<file path="config.mk">
export PLATFORM = sky130hd
export DESIGN_NAME = block_motion_controller
export DESIGN_NICKNAME = d
export VERILOG_FILES = /design/src/rtl/vga_pkg.sv /design/src/rtl/frame_tick_gen.sv /design/src/rtl/block_motion_controller.sv
export SDC_FILE = /design/constraint.sdc
export NUM_CORES = 1
export LEC_CHECK = 0
export BUFFER_PORTS_ARGS = -buffer_cell sky130_fd_sc_hd__buf_4
export CAP_MARGIN = 15
export CORE_MARGIN = 2
export CORE_UTILIZATION = 50
export DETAILED_ROUTE_END_ITERATION = 16
export GPL_ROUTABILITY_DRIVEN = 0
export GPL_TIMING_DRIVEN = 0
export PLACE_DENSITY = 0.7
export SYNTH_ARGS = -nofsm -noshare
export SYNTH_HDL_FRONTEND = slang
export SYNTH_HIERARCHICAL = 1
export SYNTH_SLANG_ARGS = --single-unit
</file>
<file path="constraint.sdc">
create_clock -name clk -period 10.75 [get_ports clk]
set_input_delay 0.5375 -clock clk [delete_from_list [all_inputs] [get_ports clk]]
set_output_delay 0.5375 -clock clk [all_outputs]
set_load 0.02 [all_outputs]
</file>
<file path="src/rtl/vga_pkg.sv">
// ============================================================================
//  Module      : vga_pkg
//  Description : Shared VGA constants, colours and the frame-update FSM states.
//  Revision    : 1.0 - initial release
// ============================================================================
`default_nettype none

package vga_pkg;

    localparam int unsigned X_MIN  = 144;
    localparam int unsigned X_MAX  = 783;
    localparam int unsigned Y_MIN  = 35;
    localparam int unsigned Y_MAX  = 514;
    localparam int unsigned V_TICK = 515;

    localparam logic [11:0] GREEN = 12'h0F0;
    localparam logic [11:0] WHITE = 12'hFFF;

    typedef enum logic [1:0] {
        WAIT  = 2'd0,
        CALC  = 2'd1,
        APPLY = 2'd2
    } state_t;

endpackage

`default_nettype wire

</file>
<file path="src/rtl/frame_tick_gen.sv">
// ============================================================================
//  Module      : frame_tick_gen
//  Description : One-clk pulse when the raster reaches (H_PIX, V_LINE).
//  Revision    : 1.0 - initial release
// ============================================================================
`default_nettype none

module frame_tick_gen
    import vga_pkg::*;
#(
    parameter int unsigned V_LINE = V_TICK,
    parameter int unsigned H_PIX  = 0
) (
    input  logic       clk,
    input  logic       rst,
    input  logic [9:0] hCount,
    input  logic [9:0] vCount,
    output logic       frame_tick
);

    logic hit_r;
    logic hit_q;

    // The pixel counters hold each value for several clocks, so only the
    // rising edge of the compare is forwarded.
    always_ff @(posedge clk) begin
        if (!rst) begin
            hit_r <= 1'b0;
            hit_q <= 1'b0;
        end else begin
            hit_r <= (vCount == 10'(V_LINE)) && (hCount == 10'(H_PIX));
            hit_q <= hit_r;
        end
    end

    assign frame_tick = hit_r & ~hit_q;

endmodule

`default_nettype wire

</file>
<file path="src/rtl/block_motion_controller.sv">
// ============================================================================
//  Module      : block_motion_controller
//  Description : Per-frame block position update with speed ramp, edge clamp
//                and recenter. Optional AUTO_BOUNCE_EN adds idle auto-bounce.
//  Revision    : 1.0 - initial release
// ============================================================================
`default_nettype none

module block_motion_controller
    import vga_pkg::*;
#(
    parameter int unsigned X_RESET  = 450,
    parameter int unsigned Y_RESET  = 250,
    parameter int unsigned HALF_W   = 150,
    parameter int unsigned HALF_H   = 90,
    parameter int unsigned STEP_MIN = 1,
    parameter int unsigned STEP_MAX = 8
) (
    input  logic       clk,
    input  logic       rst,
    input  logic [9:0] hCount,
    input  logic [9:0] vCount,
    input  logic       btn_up,
    input  logic       btn_down,
    input  logic       btn_left,
    input  logic       btn_right,
    input  logic       btn_center,
    output logic [9:0] xpos,
    output logic [9:0] ypos,
    output logic       frame_tick,
    output logic       moving
);

    localparam logic signed [11:0] X_LO = 12'(X_MIN + HALF_W);
    localparam logic signed [11:0] X_HI = 12'(X_MAX - HALF_W);
    localparam logic signed [11:0] Y_LO = 12'(Y_MIN + HALF_H);
    localparam logic signed [11:0] Y_HI = 12'(Y_MAX - HALF_H);

    function automatic logic [9:0] clamp(input logic signed [11:0] v,
                                         input logic signed [11:0] lo,
                                         input logic signed [11:0] hi);
        logic signed [11:0] r;
        if (v < lo)
            r = lo;
        else if (v > hi)
            r = hi;
        else
            r = v;
        return 10'(r);
    endfunction

    state_t            state;
    logic              req_up, req_down, req_left, req_right, req_center;
    logic              cur_up, cur_down, cur_left, cur_right, cur_center;
    logic signed [1:0] cdx, cdy;
    logic signed [1:0] dx, dy;
    logic              center_q;
    logic [3:0]        speed;
    logic              moved_last;
    logic signed [11:0] nx, ny;
    logic [9:0]        next_x, next_y;
    logic              changed;

`ifdef AUTO_BOUNCE_EN
    localparam int unsigned IDLE_FRAMES = 120;
    logic [6:0]        idle_cnt;
    logic              bounce;
    logic signed [1:0] bdx, bdy;
    logic              any_req;
    assign any_req = cur_up | cur_down | cur_left | cur_right | cur_center;
`endif

    frame_tick_gen #(
        .V_LINE (V_TICK),
        .H_PIX  (0)
    ) u_tick (
        .clk        (clk),
        .rst        (rst),
        .hCount     (hCount),
        .vCount     (vCount),
        .frame_tick (frame_tick)
    );

    assign cur_up     = req_up     | btn_up;
    assign cur_down   = req_down   | btn_down;
    assign cur_left   = req_left   | btn_left;
    assign cur_right  = req_right  | btn_right;
    assign cur_center = req_center | btn_center;

    // Opposite buttons on one axis cancel out.
    assign cdx = (cur_right & ~cur_left) ? 2'sd1 : (cur_left & ~cur_right) ? -2'sd1 : 2'sd0;
    assign cdy = (cur_down  & ~cur_up)   ? 2'sd1 : (cur_up   & ~cur_down)  ? -2'sd1 : 2'sd0;

    always_comb begin
        nx = $signed({2'b00, xpos});
        ny = $signed({2'b00, ypos});
        if (dx == 2'sd1)
            nx = nx + $signed({8'b0, speed});
        else if (dx == -2'sd1)
            nx = nx - $signed({8'b0, speed});
        if (dy == 2'sd1)
            ny = ny + $signed({8'b0, speed});
        else if (dy == -2'sd1)
            ny = ny - $signed({8'b0, speed});

        next_x = xpos;
        next_y = ypos;
        if (center_q) begin
            next_x = 10'(X_RESET);
            next_y = 10'(Y_RESET);
        end else if (dx != 2'sd0 || dy != 2'sd0) begin
            next_x = clamp(nx, X_LO, X_HI);
            next_y = clamp(ny, Y_LO, Y_HI);
        end
        changed = (next_x != xpos) || (next_y != ypos);
    end

    always_ff @(posedge clk) begin
        if (!rst) begin
            state      <= WAIT;
            xpos       <= 10'(X_RESET);
            ypos       <= 10'(Y_RESET);
            moving     <= 1'b0;
            speed      <= 4'(STEP_MIN);
            moved_last <= 1'b0;
            dx         <= 2'sd0;
            dy         <= 2'sd0;
            center_q   <= 1'b0;
            req_up     <= 1'b0;
            req_down   <= 1'b0;
            req_left   <= 1'b0;
            req_right  <= 1'b0;
            req_center <= 1'b0;
`ifdef AUTO_BOUNCE_EN
            idle_cnt   <= 7'd0;
            bounce     <= 1'b0;
            bdx        <= 2'sd1;
            bdy        <= 2'sd1;
`endif
        end else begin
            case (state)
                WAIT: begin
                    req_up     <= cur_up;
                    req_down   <= cur_down;
                    req_left   <= cur_left;
                    req_right  <= cur_right;
                    req_center <= cur_center;
                    if (frame_tick)
                        state <= CALC;
                end
                CALC: begin
                    req_up     <= cur_up;
                    req_down   <= cur_down;
                    req_left   <= cur_left;
                    req_right  <= cur_right;
                    req_center <= cur_center;
                    center_q   <= cur_center;
                    dx         <= cdx;
                    dy         <= cdy;
                    if (cur_center || (cdx == 2'sd0 && cdy == 2'sd0))
                        speed <= 4'(STEP_MIN);
                    else if (moved_last)
                        speed <= (speed >= 4'(STEP_MAX)) ? 4'(STEP_MAX) : speed + 4'd1;
                    else
                        speed <= 4'(STEP_MIN);
`ifdef AUTO_BOUNCE_EN
                    if (any_req) begin
                        bounce   <= 1'b0;
                        idle_cnt <= 7'd0;
                    end else if (bounce) begin
                        dx <= bdx;
                        dy <= bdy;
                    end else if (idle_cnt == 7'(IDLE_FRAMES - 1)) begin
                        bounce   <= 1'b1;
                        bdx      <= 2'sd1;
                        bdy      <= 2'sd1;
                        idle_cnt <= 7'd0;
                    end else begin
                        idle_cnt <= idle_cnt + 7'd1;
                    end
`else
                    // Without auto-bounce an idle frame leaves the block in place.
`endif
                    state <= APPLY;
                end
                APPLY: begin
                    // A press landing on this cycle survives into the next frame.
                    req_up     <= btn_up;
                    req_down   <= btn_down;
                    req_left   <= btn_left;
                    req_right  <= btn_right;
                    req_center <= btn_center;
                    xpos       <= next_x;
                    ypos       <= next_y;
                    moving     <= changed;
                    moved_last <= changed & ~center_q;
`ifdef AUTO_BOUNCE_EN
                    if (bounce && !center_q) begin
                        if (dx == 2'sd1 && nx >= X_HI)
                            bdx <= -2'sd1;
                        else if (dx == -2'sd1 && nx <= X_LO)
                            bdx <= 2'sd1;
                        if (dy == 2'sd1 && ny >= Y_HI)
                            bdy <= -2'sd1;
                        else if (dy == -2'sd1 && ny <= Y_LO)
                            bdy <= 2'sd1;
                    end
`endif
                    state <= WAIT;
                end
                default: state <= WAIT;
            endcase
        end
    end

endmodule

`default_nettype wire

</file>
### After elaboration in Yosys (flattened, before gate mapping)

Cells that the tools add are included.
W data, S select, Z words.

| operators by class | value |
|---|---|
| add/sub/neg operators | 5 |
| multipliers | 0 |
| div/mod/pow operators | 0 |
| magnitude comparators | 5 |
| equality and inequality tests | 10 |
| shift-type cells | 0 |
| mux-type cells | 26 |
| bitwise logic cells | 17 |
| reductions and logical operators | 13 |

Operators by type and width:

| kind | number |
|---|---|
| $mux W10 | 8 |
| $mux W12 | 4 |
| $add A10 B4 Y11 | 2 |
| $sub A10 B4 Y11 | 2 |
| $ne A10 B10 Y1 | 2 |
| $gt A12 B10 Y1 const B | 1 |
| $gt A12 B11 Y1 const B | 1 |
| $lt A12 B10 Y1 const B | 1 |
| $lt A12 B8 Y1 const B | 1 |
| $mux W4 | 3 |
| $eq A10 B10 Y1 const B | 1 |
| $logic_not A10 Y1 | 1 |
| $mux W2 | 5 |
| $pmux W1 S2 | 5 |
| $and A1 B1 Y1 | 6 |
| $eq A2 B1 Y1 const B | 3 |
| $eq A2 B2 Y1 const B | 3 |
| $logic_not A2 Y1 | 3 |
| $not A1 Y1 | 6 |
| $reduce_bool A2 Y1 | 3 |
| $or A1 B1 Y1 | 5 |
| $add A4 B1 Y4 const B | 1 |
| $ge A4 B4 Y1 const B | 1 |
| $pmux W2 S2 | 1 |
| other kinds (4) | 7 |

| storage, ports and cells | value |
|---|---|
| register bits | 40 |
| bits in latches | 0 |
| RAM bits | 0 |
| bits in read-only memories | 0 |
| output and inout bits | 22 |
| memories kept | 0 |

### Depth between registers and ports, before layout

Gate-level depths: netlist of the first run.

| logic depth | value |
|---|---|
| depth in word-level cells | 11 |
| depth in mapped cells | 16 |

### Hierarchy

The synthesis of the first run kept the hierarchy.

By module, submodules not included:

| module | times used | cells an instance | area an instance (um^2) | sequential area each (um^2) |
|---|---|---|---|---|
| block_motion_controller | 1 | 528 | 3,980.1 | 760.7 |
| frame_tick_gen | 1 | 13 | 116.4 | 40.0 |

### Least setup slack after synthesis of the first run

Ideal clock, no wire load.

| path | value |
|---|---|
| path type | reg-to-reg |
| from | register xpos[1] |
| to | register moving |
| setup time | 130 ps |
| data arrival time | 3,508 ps |
| data required time | 10,620 ps |
| setup slack | 7,113 ps |
| cell stages (with the launch flop) | 14 |
| path buffers | 0 |
| period minus slack after synthesis | 3,637 ps |
| path through | dfxtp_1 inv_1 fa_1 nor3_1 nor3_4 o32a_2 xnor2_2 a2111oi_0 a21oi_2 a21boi_2 o211ai_1 o31a_1 nor4_2 a21oi_1 |

| on the way | value |
|---|---|
| longest elaborated chain between the ends | 10 |

RTL lines:

| what | RTL line | text |
|---|---|---|
| start, declared | block_motion_controller.sv:28 | `output logic [9:0] xpos,` |
| start signal, assigned | block_motion_controller.sv:121 | `xpos <= 10'(X_RESET);` |
| start signal, assigned | block_motion_controller.sv:193 | `xpos <= next_x;` |
| $sub A10 B4 Y11 | block_motion_controller.sv:100 | `nx = nx - $signed({8'b0, speed});` |
| $mux W12 | block_motion_controller.sv:99 | `else if (dx == -2'sd1)` |
| $mux W12 | block_motion_controller.sv:97 | `if (dx == 2'sd1)` |
| $gt A12 B11 Y1 | block_motion_controller.sv:45 | `else if (v > hi)` |
| $mux W10 | block_motion_controller.sv:45 |  |
| $mux W10 | block_motion_controller.sv:43 | `if (v < lo)` |
| $mux W10 | block_motion_controller.sv:111 | `end else if (dx != 2'sd0 \|\| dy != 2'sd0) begin` |
| $mux W10 | block_motion_controller.sv:108 | `if (center_q) begin` |
| $ne A10 B10 Y1 * | block_motion_controller.sv:115 | `changed = (next_x != xpos) \|\| (next_y != ypos);` |
| $logic_or A1 B1 Y1 * | block_motion_controller.sv:115 |  |
| end signal, assigned | block_motion_controller.sv:195 | `moving <= changed;` |
| end, declared | block_motion_controller.sv:31 | `output logic moving` |

Mark *: on every way between the ends. The rest lies on a longest branch, timed or not.
A chain may end at the register's enable or synchronous reset.

### Final worst setup path of the first run

| path | value |
|---|---|
| from | register speed[1] |
| to | register moving |

| on the way | value |
|---|---|
| longest elaborated chain between the ends | 10 |

RTL lines:

| what | RTL line | text |
|---|---|---|
| start, declared | block_motion_controller.sv:58 | `logic [3:0] speed;` |
| start signal, assigned | block_motion_controller.sv:124 | `speed <= 4'(STEP_MIN);` |
| start signal, assigned | block_motion_controller.sv:161 | `speed <= 4'(STEP_MIN);` |
| start signal, assigned | block_motion_controller.sv:163 | `speed <= (speed >= 4'(STEP_MAX)) ? 4'(STEP_MAX) : speed + 4'd1;` |
| $sub A10 B4 Y11, on equally long branches | block_motion_controller.sv:100, block_motion_controller.sv:104 |  |
| $mux W12, on equally long branches | block_motion_controller.sv:99, block_motion_controller.sv:103 |  |
| $mux W12, on equally long branches | block_motion_controller.sv:97, block_motion_controller.sv:101 |  |
| $gt A12 B11 Y1 or $gt A12 B10 Y1 (tied branches) | block_motion_controller.sv:45 |  |
| $mux W10 | block_motion_controller.sv:45 |  |
| $mux W10 | block_motion_controller.sv:43 |  |
| $mux W10 | block_motion_controller.sv:111 |  |
| $mux W10 | block_motion_controller.sv:108 |  |
| $ne A10 B10 Y1 | block_motion_controller.sv:115 |  |
| $logic_or A1 B1 Y1 * | block_motion_controller.sv:115 |  |

Marks and branches as above.

==> results of run 1 <==
-- worst paths after layout --
path	startpoint	end	slack (ns)	depth (start not counted)
setup reg to reg	speed[1]$_SDFFE_PN0N_	moving$_SDFFE_PN0P_	6.11	13
setup / recovery	speed[1]$_SDFFE_PN0N_	moving$_SDFFE_PN0P_	6.11	13
hold reg to reg	u_tick/hit_r$_SDFF_PN0_	u_tick/hit_q$_SDFF_PN0_	0.47	1
hold / removal	btn_center	req_center$_SDFFE_PN0P_	0.46	3
-- layout make-up --
class	instances	area [um^2]
clock buffers	5	68.8
flip-flops and latches	40	801
plain buffers	31	150
repair buffers	48	360
inverters	20	75.1
well taps	105	131
multi-input cells	450	3080
clock inverters	3	46.3
fillers	814	3380
-- power breakdown --
part           switching (W)  internal [W]
Combinational     0.00000692    0.00000862
Sequential       0.000000604      0.000149
Clock              0.0000649     0.0000701
Total              0.0000725      0.000228
-- layer usage --
metal / wire (um) / global-route usage, % / part of all wire [%]
met5: 0 / 0 / 0
met4: 289 / 8.45 / 2.2
met3: 1250 / 4.71 / 9.4
met2: 6130 / 49.7 / 46
met1: 5530 / 40.6 / 42
-- cells by family (layout without fill, tap and decap cells) --
family | after synthesis | count (layout) | share of synthesized area (%)
adder cells (fa/ha/maj) | 25 | 25 | 8.31
multiplexers | 7 | 7 | 1.71
AO/OA/AOI/OAI | 200 | 200 | 35.2
XOR/XNOR | 6 | 6 | 1.47
flip-flops | 40 | 40 | 19.5
AND/OR/NAND/NOR | 212 | 212 | 28.2
buffers and inverters | 51 | 107 | 5.50
-- flip-flops by register name, summed over array words and instances, names as in the netlist, 2 cells and up --
name / count
ypos: 10
xpos: 10
dy: 2
speed: 4
dx: 2
state: 2
-- worst min-delay path, cell delays in order --
cell	delay, ns
buf_4	0.09
a21oi_1	0.05
nor2_1	0.07
-- cells in the mapped netlist, types with 9 or more instances --
library cell and number:
o211ai_1 11, ha_1 20, dfxtp_1 40, nor2b_1 10
a21o_1 12, nor2_1 51, inv_1 20, o21a_1 10
clkbuf_1 15, nand2_1 51, a21oi_1 37, nor3_1 14
a31oi_1 9, buf_2 12, nor4_1 10, o21ai_0 33
nand3_1 12
-- placed cells by master (no fill, tap or decap), types with 7 or more instances in the layout --
cell,instances
o211ai_1,11
nand2_1,51
inv_1,20
a211oi_1,7
nor2_1,51
nor2b_1,10
and3_1,7
dfxtp_1,40
mux2i_1,7
nand4_1,7
clkbuf_1,15
o21a_1,10
nor4_1,9
buf_2,12
a31oi_1,9
buf_4,48
nor3_1,14
ha_1,20
nand3_1,12
o21ai_0,33
a21oi_1,37
and2_1,8
o31ai_1,7
a21o_1,12
-- metrics by stage --
step / hold WS (ns) / utilization [%] / worst slack (ns) / total power [W] / cell area, um^2
after floorplan: 0.421 / - / 7.11 / 0.000159 / 4100
after global placement: 0.439 / 56.7 / 6.36 / 0.000168 / 4590
after detailed placement: 0.450 / 56.8 / 6.31 / 0.000169 / 4590
after CTS: 0.465 / 58.2 / 6.29 / 0.000300 / 4710
after global routing: 0.483 / 58.2 / 5.89 / 0.000307 / 4710
final: 0.460 / 58.2 / 6.11 / 0.000301 / 4710
==> results.json, run 1 <==
{
  "outcome": "complete, no violations",
  "antenna_found_initial": 0,
  "cap_violations": 0,
  "die_x_um": 94.5,
  "cts_buffer_depth": 2,
  "grt_pass1_wl_um": 21200,
  "num_rows": 33,
  "postCtsHoldBufs": 0,
  "port_buffers": 48,
  "drive_gt1_share_pct": 17.1,
  "synthesis.nets": 592,
  "dieArea_mm2": 0.00893,
  "cts_resized": 0,
  "synth.cell_area_mm2": 0.00410,
  "min_period_ns": 4.64,
  "fin_nets": 647,
  "min_path_type": "in2reg",
  "crit_chain": "inv_1, ha_1, nor2b_1, o31ai_1, a21oi_1, a211oi_1, nor2_1, a31oi_2, nor2_1, nor4_1, nand4b_1, nor4_2, a21oi_1",
  "yosys_warnings": 6,
  "clk_pin_slew_worst_paths_ns": 0.09,
  "peakVddDrop_v": 0.0000591,
  "worst_pin_slew_ns": 0.954,
  "fp.coreArea_mm2": 0.00809,
  "final_cells": 702,
  "crit_type": "reg2reg",
  "tns_ns": 0,
  "slowest_delay_ns": 0.64,
  "ant_nets": 0,
  "boundaryPins": 49,
  "avgSynthCellArea_um2": 7.57,
  "yosys.area.top_type_share_pct": 19.5,
  "worst_setup_path_end_kind": "flop",
  "seq_area_frac_synth_pct": 19.5,
  "htree_levels": 2,
  "total_leakage_power_nw": 1.76,
  "track_usage_pct": 30.1,
  "root_buffer": "clkbuf_8",
  "clock_latency_ns": 0.32,
  "start_util_pct": 50.6,
  "synth_area_leaders": "dfxtp_1 (20%), ha_1 (6.1%), nand2_1 (4.7%)",
  "max_freq_mhz": 215,
  "hpwl_um": 10200,
  "clock-sinks": 40,
  "path_delay_family": "compound AO/OA/AOI/OAI gates",
  "fin_crit_sh_pct": 43.2,
  "path_buf_inv": 1,
  "synth-async-reset-ratio_pct": 0,
  "wl_per_cell_um": 18.8,
  "dp_cells": 694,
  "post-cts-setup-buffers": 0,
  "synth-edff-count": 0,
  "crit_path_top_delay_cell": "a211oi_1",
  "synthCells": 541,
  "cp.arrival_ns": 4.82,
  "rsz0062_at_grt": "false",
  "drt_iter0_markers": 558,
  "vias_per_cell": 6.60,
  "routed_wl_um": 13200,
  "syn_to_final_growth_pct": 15.0,
  "grt_max_degree": 15,
  "grt_pass1_vias": 4234,
  "via_count": 4636,
  "gr-total-overflow": 0,
  "ys_types": 93,
  "cts_buffers": 5,
  "cp.required_ns": 10.93,
  "synth_seq_cells": 40,
  "num_antenna_cells": 0,
  "synth_top_cell_by_area": "dfxtp_1",
  "cts_tree": "built",
  "p_per_area_mw_per_mm2": 63.8,
  "finalSetupViolations": 0,
  "drc_errors": 0,
  "first_pass_iters": 5,
  "synth_ff_type": "dfxtp_1",
  "die_height_um": 94.5,
  "hold_violations": 0,
  "relSlewSlack_pct": 35.9,
  "path_max_fanout": 8,
  "finClkSkew_ns": 0.00889,
  "drv_slew": 0,
  "worstSetupStartpointType": "flop"
}
Note: power is estimated with default switching activity, not from simulation.
==> run 2: changes to the inputs <==
--- a/config.mk
+++ b/config.mk
@@ -5,6 +5,7 @@
 export SDC_FILE = /design/constraint.sdc
 export NUM_CORES = 1
 export LEC_CHECK = 0
+export ABC_AREA = 1
 export BUFFER_PORTS_ARGS = -buffer_cell sky130_fd_sc_hd__buf_4
 export CAP_MARGIN = 15
 export CORE_MARGIN = 2
@@ -12,7 +13,7 @@
 export DETAILED_ROUTE_END_ITERATION = 16
 export GPL_ROUTABILITY_DRIVEN = 0
 export GPL_TIMING_DRIVEN = 0
-export PLACE_DENSITY = 0.7
+export PLACE_DENSITY = 0.71
 export SYNTH_ARGS = -nofsm -noshare
 export SYNTH_HDL_FRONTEND = slang
 export SYNTH_HIERARCHICAL = 1
==> constraint.sdc (replaced) <==
create_clock -name clk -period 4.5 [get_ports clk]
set_input_delay 0.225 -clock clk [delete_from_list [all_inputs] [get_ports clk]]
set_output_delay 0.225 -clock clk [all_outputs]
set_load 0.02 [all_outputs]
==> results.json, run 2 <==
{
  "num_antenna_cells": 0,
  "routed_wl_um": 11600,
  "via_count": 4475,
  "wl_per_cell_um": 14.2,
  "min_period_ns": 3.72,
  "grt_pass1_vias": 4172,
  "power.internal_w": 0.000543,
  "hold_start": "btn_center",
  "clockPowerShare_pct": 43.2,
  "synth_seq_cells": 40,
  "synth-edff-count": 0,
  "cts_resized": 0,
  "cp-startpoint": "speed[1]$_SDFFE_PN0N_",
  "syn_to_final_growth_pct": 15.7,
  "clk_pin_slew_worst_paths_ns": 0.08,
  "finalSetupViolations": 0,
  "total_leakage_power_nw": 2.25,
  "p_per_area_mw_per_mm2": 159,
  "outcome": "complete, no violations",
  "ant_nets": 0,
  "cts_buffer_depth": 2,
  "drv_slew": 0,
  "top_usage_layer": "met2",
  "min_path_type": "in2reg",
  "rsz0062_at_grt": "false",
  "gr-total-overflow": 0,
  "switching_share_pct": 22.3,
  "cp.arrival_ns": 3.89,
  "die_height_um": 91.1,
  "max_freq_mhz": 269,
  "hold_violations": 0,
  "peakVddDrop_v": 0.000141,
  "synthesis.nets": 713,
  "die_x_um": 91.1,
  "grt_pass1_wl_um": 19700,
  "antenna_found_initial": 0,
  "num_rows": 31,
  "fin_crit_sh_pct": 82.6,
  "postCtsHoldBufs": 0,
  "root_buffer": "clkbuf_8",
  "yosys_warnings": 6,
  "top_regs": "xpos x10, ypos x10, speed x4",
  "post-cts-setup-buffers": 0,
  "seq_area_frac_synth_pct": 21.1,
  "cp.required_ns": 4.67,
  "synth-async-reset-ratio_pct": 0,
  "relSlewSlack_pct": 60.5,
  "clock_latency_ns": 0.30,
  "synth.cell_area_mm2": 0.00379,
  "first_pass_iters": 6,
  "port_buffers": 48,
  "cts_tree": "built",
  "dieArea_mm2": 0.00830,
  "start_util_pct": 52.0,
  "crit_type": "reg2reg",
  "met2_usage_pct": 46.4,
  "cap_violations": 0,
  "drive_gt1_share_pct": 12.4,
  "seq_power_share_pct": 51.3,
  "fin_nets": 768,
  "post_dp_cell_area_mm2": 0.00428,
  "drt_iter0_markers": 535,
  "p_switching_w": 0.000156,
  "yosys.area.top_type_share_pct": 21.1,
  "synthCells": 662,
  "tns_ns": 0,
  "yosysMostFrequentCell": "nand2_1",
  "drc_errors": 0,
  "grtUsageMet3_pct": 2.90,
  "mostFrequentLayoutCell": "nand2_1",
  "grtUsageMet1_pct": 41.0,
  "clock-sinks": 40,
  "grt_max_degree": 14,
  "p_comb_share_pct": 5.6,
  "vias_per_cell": 5.48,
  "track_usage_pct": 28.7,
  "synth_area_leaders": "dfxtp_1 (21%), nand2_1 (20%), nand3_1 (9.4%)",
  "fp.coreArea_mm2": 0.00729,
  "cts_buffers": 5,
  "worst_setup_path_end_kind": "flop",
  "avgSynthCellArea_um2": 5.73,
  "synth_common_cells": "nand2_1 (200), nor2_1 (72), inv_1 (71), nand3_1 (71), a21oi_1 (56)",
  "ys_types": 35,
  "boundaryPins": 49,
  "mostFrequentLayoutCells": "nand2_1 (200), nor2_1 (72), inv_1 (71), nand3_1 (71), a21oi_1 (56)",
  "htree_levels": 2,
  "synth_top_cell_by_area": "dfxtp_1",
  "worstSetupStartpointType": "flop",
  "path_max_fanout": 8,
  "hpwl_um": 9110,
  "finClkSkew_ns": 0.00934,
  "synth_ff_type": "dfxtp_1",
  "stdcell_area_mm2": 0.00439,
  "r2r-start": "speed[1]$_SDFFE_PN0N_",
  "worst_pin_slew_ns": 0.591
}
-- run 2: cell types whose count changed in the layout (fill, tap and decap cells not counted), moves of 9 or more --
cell     before  now
o21a_1       10    0
a21oi_1      37   56
nand2_1      51  200
nor2b_1      10    0
a21o_1       12    0
inv_2         0    9
nand3_1      12   71
nor2_1       51   72
a31oi_1       9    0
inv_1        20   71
-- run 2: kinds of logic (layout without fill, tap and decap cells) --
family,after synthesis,count (layout),share of synthesized area (%)
xor+xnor,4,4,0.923
fa+ha+maj,24,24,8.70
buf+inv,99,155,9.96
compound gates,105,105,14.6
simple gates,390,390,44.7
flops,40,40,21.1
-- run 2: final cells by class --
type	count	area, um^2
clock buffers	5	68.8
fillers	784	2900
inverters	82	308
flip-flops and latches	40	801
clock inverters	3	42.5
plain buffers	17	70.1
repair buffers	48	360
multi-input cells	523	2620
well taps	99	124
-- run 2: worst paths after layout --
check                                                to  slack, ns  cells after the start
worst max register to register  moved_last$_SDFFE_PN0P_       0.78                     26
worst max-delay path            moved_last$_SDFFE_PN0P_       0.78                     26
worst min-delay path            req_center$_SDFFE_PN0P_       0.19                      3
worst min register to register  u_tick/hit_q$_SDFF_PN0_       0.43                      2
-- run 2: power groups by stage --
| stage | Sequential [W] | Clock, W | Combinational, W |
|---|---|---|---|
| 6_report | 0.000358 | 0.000302 | 0.0000388 |
| 5_1_grt | 0.000358 | 0.000320 | 0.0000445 |
| 4_1_cts | 0.000358 | 0.000306 | 0.0000393 |
| 3_5_place_dp | 0.000367 | 0 | 0.0000392 |
| 3_3_place_gp | 0.000366 | 0 | 0.0000382 |
| 2_1_floorplan | 0.000366 | 0 | 0.0000161 |
-- run 2: worst max-delay path, stage by stage (launching register included) --
cell	delay, ns
dfxtp_1	0.60
inv_1	0.29
fa_1	0.47
inv_1	0.09
nand3_1	0.08
nand2_1	0.19
nand2_1	0.10
nand3_1	0.09
nand2_1	0.11
inv_2	0.08
nand2_1	0.06
nor2_2	0.13
nand3_1	0.07
nand2_1	0.12
nand3_4	0.12
nand2_1	0.10
nand2_1	0.10
nand2_1	0.07
nand2_1	0.07
nand2_1	0.08
nand2_1	0.06
nor2_1	0.13
nand2_1	0.07
nor2_1	0.10
nand2_1	0.08
nand3_1	0.07
a21oi_1	0.06
-- run 2: metrics by stage --
step                worst slack (ns)  hold WS [ns]  utilization, %  std cells  total power [W]
floorplan                       1.43         0.323               -        662         0.000382
global route                   0.385         0.193            60.2        817         0.000723
global placement               0.940         0.416            58.7        809         0.000405
detailed placement             0.867         0.423            58.7        809         0.000406
finish                         0.783         0.189            60.2        817         0.000699
CTS                            0.853         0.178            60.2        817         0.000703
-- run 2: per-layer routing --
layer  up-vias  wire, um
met4         0       134
met5         -         0
met1      1995      5170
met2       200      5320
met3        18       964
li1       2262         -
==> run 3: changes to the inputs <==
--- a/config.mk
+++ b/config.mk
@@ -13,7 +13,7 @@
 export DETAILED_ROUTE_END_ITERATION = 16
 export GPL_ROUTABILITY_DRIVEN = 0
 export GPL_TIMING_DRIVEN = 0
-export PLACE_DENSITY = 0.71
+export PLACE_DENSITY = 0.73
 export SYNTH_ARGS = -nofsm -noshare
 export SYNTH_HDL_FRONTEND = slang
 export SYNTH_HIERARCHICAL = 1
==> constraint.sdc (replaced) <==
create_clock -name clk -period 3.1 [get_ports clk]
set_input_delay 0.155 -clock clk [delete_from_list [all_inputs] [get_ports clk]]
set_output_delay 0.155 -clock clk [all_outputs]
set_load 0.02 [all_outputs]
==> results.json, run 3 (same netlist as run 2, synthesis figures left out) <==
{
  "port_buffers": 48,
  "cp.required_ns": 3.28,
  "cts_buffers": 5,
  "fp.coreArea_mm2": 0.00729,
  "clockPowerShare_pct": 39.2,
  "cap_violations": 0,
  "whs_endpoint": "req_right$_SDFFE_PN0P_",
  "total_leakage_power_nw": 2.39,
  "drv_slew": 0,
  "first_pass_iters": 6,
  "drt_iter0_markers": 473,
  "grt_pass1_wl_um": 20200,
  "power.internal_w": 0.000704,
  "nFillCells": 694,
  "dp_cells": 809,
  "grt_max_degree": 15,
  "p_comb_share_pct": 6.0,
  "stdcell_area_mm2": 0.00495,
  "holdWs_ns": 0.111,
  "fin_nets": 793,
  "min_period_ns": 3.24,
  "mostFrequentLayoutCells": "nand2_1 (172), buf_4 (72), inv_1 (62)",
  "hold_start": "btn_right",
  "syn_to_final_growth_pct": 30.5,
  "hpwl_um": 9000,
  "num_rows": 31,
  "gr-total-overflow": 0,
  "seq_area_um2": 832,
  "hold_violations": 0,
  "cp.arrival_ns": 3.42,
  "outcome": "finished with violations",
  "totalPowerFinal_w": 0.000938,
  "clock-sinks": 40,
  "worst_pin_slew_ns": 0.745,
  "die_height_um": 91.1,
  "final_cells": 842,
  "rsz0062_at_grt": "true",
  "relSlewSlack_pct": 49.9,
  "worstReg2RegEnd": "moving$_SDFFE_PN0P_",
  "routed_wl_um": 12500,
  "root_buffer": "clkbuf_8",
  "htree_levels": 2,
  "max_freq_mhz": 308,
  "r2r-start": "speed[0]$_SDFFE_PN1N_",
  "antenna_found_initial": 0,
  "seq_power_share_pct": 54.8,
  "boundaryPins": 49,
  "drc_errors": 0,
  "cts_tree": "built",
  "worst_setup_path_end_kind": "flop",
  "finClkSkew_ns": 0.0113,
  "vias_per_cell": 5.61,
  "track_usage_pct": 29.5,
  "postCtsHoldBufs": 0,
  "violations": "setup timing",
  "rrSetupSlack_ns": -0.14,
  "via_count": 4723,
  "multi_input_area_mm2": 0.00296,
  "p_per_area_mw_per_mm2": 189,
  "worstSetupStartpointType": "flop",
  "min_path_type": "in2reg",
  "die_x_um": 91.1,
  "fin_crit_sh_pct": 105,
  "post_dp_cell_area_mm2": 0.00428,
  "cts_buffer_depth": 2,
  "start_util_pct": 52.0,
  "switching_share_pct": 24.9,
  "top_regs": "xpos x10, ypos x10, speed x4",
  "setup_ws_ns": -0.142,
  "crit_type": "reg2reg",
  "path_max_fanout": 6,
  "cp-startpoint": "speed[0]$_SDFFE_PN1N_",
  "drive_gt1_share_pct": 27.5,
  "reg2reg_depth": 27,
  "num_antenna_cells": 0,
  "hold_depth": 3,
  "wl_per_cell_um": 14.8,
  "peakVddDrop_v": 0.000203,
  "ant_nets": 0,
  "grt_pass1_vias": 4317,
  "clk_pin_slew_worst_paths_ns": 0.09,
  "p_switching_w": 0.000234,
  "finalSetupViolations": 2,
  "mostFrequentLayoutCell": "nand2_1",
  "dieArea_mm2": 0.00830,
  "clock_latency_ns": 0.30,
  "tns_ns": -0.273
}
==> run 3: cell count changes in the layout (fill, tap and decap cells not counted), moves of 7 or more <==
| cell | delta |
|---|---|
| dfxtp_4 | +7 |
| inv_1 | -9 |
| nand2_2 | +24 |
| ha_4 | +9 |
| nor2_1 | -11 |
| nor2_2 | +8 |
| buf_4 | +24 |
| dfxtp_1 | -11 |
| nand3_2 | +9 |
| ha_1 | -9 |
| nand3_1 | -10 |
| nand2_1 | -28 |
==> run 3: what timing repair did <==
| item | CTS | global route |
|---|---|---|
| setup endpoints to repair | 9 | 3 |
| resized for setup | 56 | 56 |
| setup buffers | 15 | 10 |
| pin swaps | 18 | 36 |
==> run 3: power groups by stage <==
stage | Clock [W] | Combinational, W | Sequential, W
2_1_floorplan | 0 | 0.0000233 | 0.000532
3_3_place_gp | 0 | 0.0000557 | 0.000532
3_5_place_dp | 0 | 0.0000569 | 0.000532
4_1_cts | 0.000375 | 0.0000571 | 0.000514
5_1_grt | 0.000394 | 0.0000648 | 0.000514
6_report | 0.000367 | 0.0000567 | 0.000514
==> run 3: worst max-delay path, cell delays in order, from the launching register on <==
cell and delay [ns]:
dfxtp_4 0.44, ha_4 0.16, inv_2 0.04, fa_2 0.37, inv_2 0.08, nand3_2 0.10, nand2_4 0.13, nand2_2 0.08
nand2_1 0.08, nand2_1 0.07, nand2_2 0.11, nand3_1 0.09, nor2_1 0.11, nand2_1 0.06, nand3_1 0.13, nand2_4 0.10
nor2_2 0.09, nand2_1 0.06, nand2_1 0.09, nand2_1 0.09, nand2_1 0.07, nand2_1 0.06, nor2_1 0.09, nand3_1 0.09
nor2_1 0.11, nand2_1 0.10, nand2_1 0.08, a21oi_1 0.06
==> run 3: through the flow <==
stage | worst slack, ns | utilization [%]
3_3_place_gp | -0.436 | 58.7
3_5_place_dp | -0.506 | 58.7
2_1_floorplan | 0.0303 | -
5_1_grt | -0.403 | 67.9
4_1_cts | 0.000536 | 64.2
6_report | -0.142 | 67.9
==> run 3: worst max-delay path by stage <==
stage,endpoint,slack (ns)
after floorplan,moved_last$_SDFFE_PN0P_,0.03
after global placement,moved_last$_SDFFE_PN0P_,-0.44
after detailed placement,moved_last$_SDFFE_PN0P_,-0.51
after CTS,moved_last$_SDFFE_PN0P_,0.0005
after global routing,moving$_SDFFE_PN0P_,-0.40
final,moving$_SDFFE_PN0P_,-0.14
==> run 3: cell type report <==
type                            instances  share of cell area [%]
Multi-Input combinational cell        523                    59.8
Sequential cell                        40                    16.8
Timing Repair Buffer                   73                    11.1
Inverter                               82                    6.49
Tap cell                               99                    2.50
Buffer                                 17                    1.42
Clock buffer                            5                    1.39
Clock inverter                          3                   0.430
==> run 3: routing by layer <==
metal	track usage, %	routed length, um	up-vias
met3	3.73	1040	32
met2	48.7	5680	217
met1	40.9	5490	2159
met5	0	0	-
met4	6.82	260	0
li1	-	-	2315
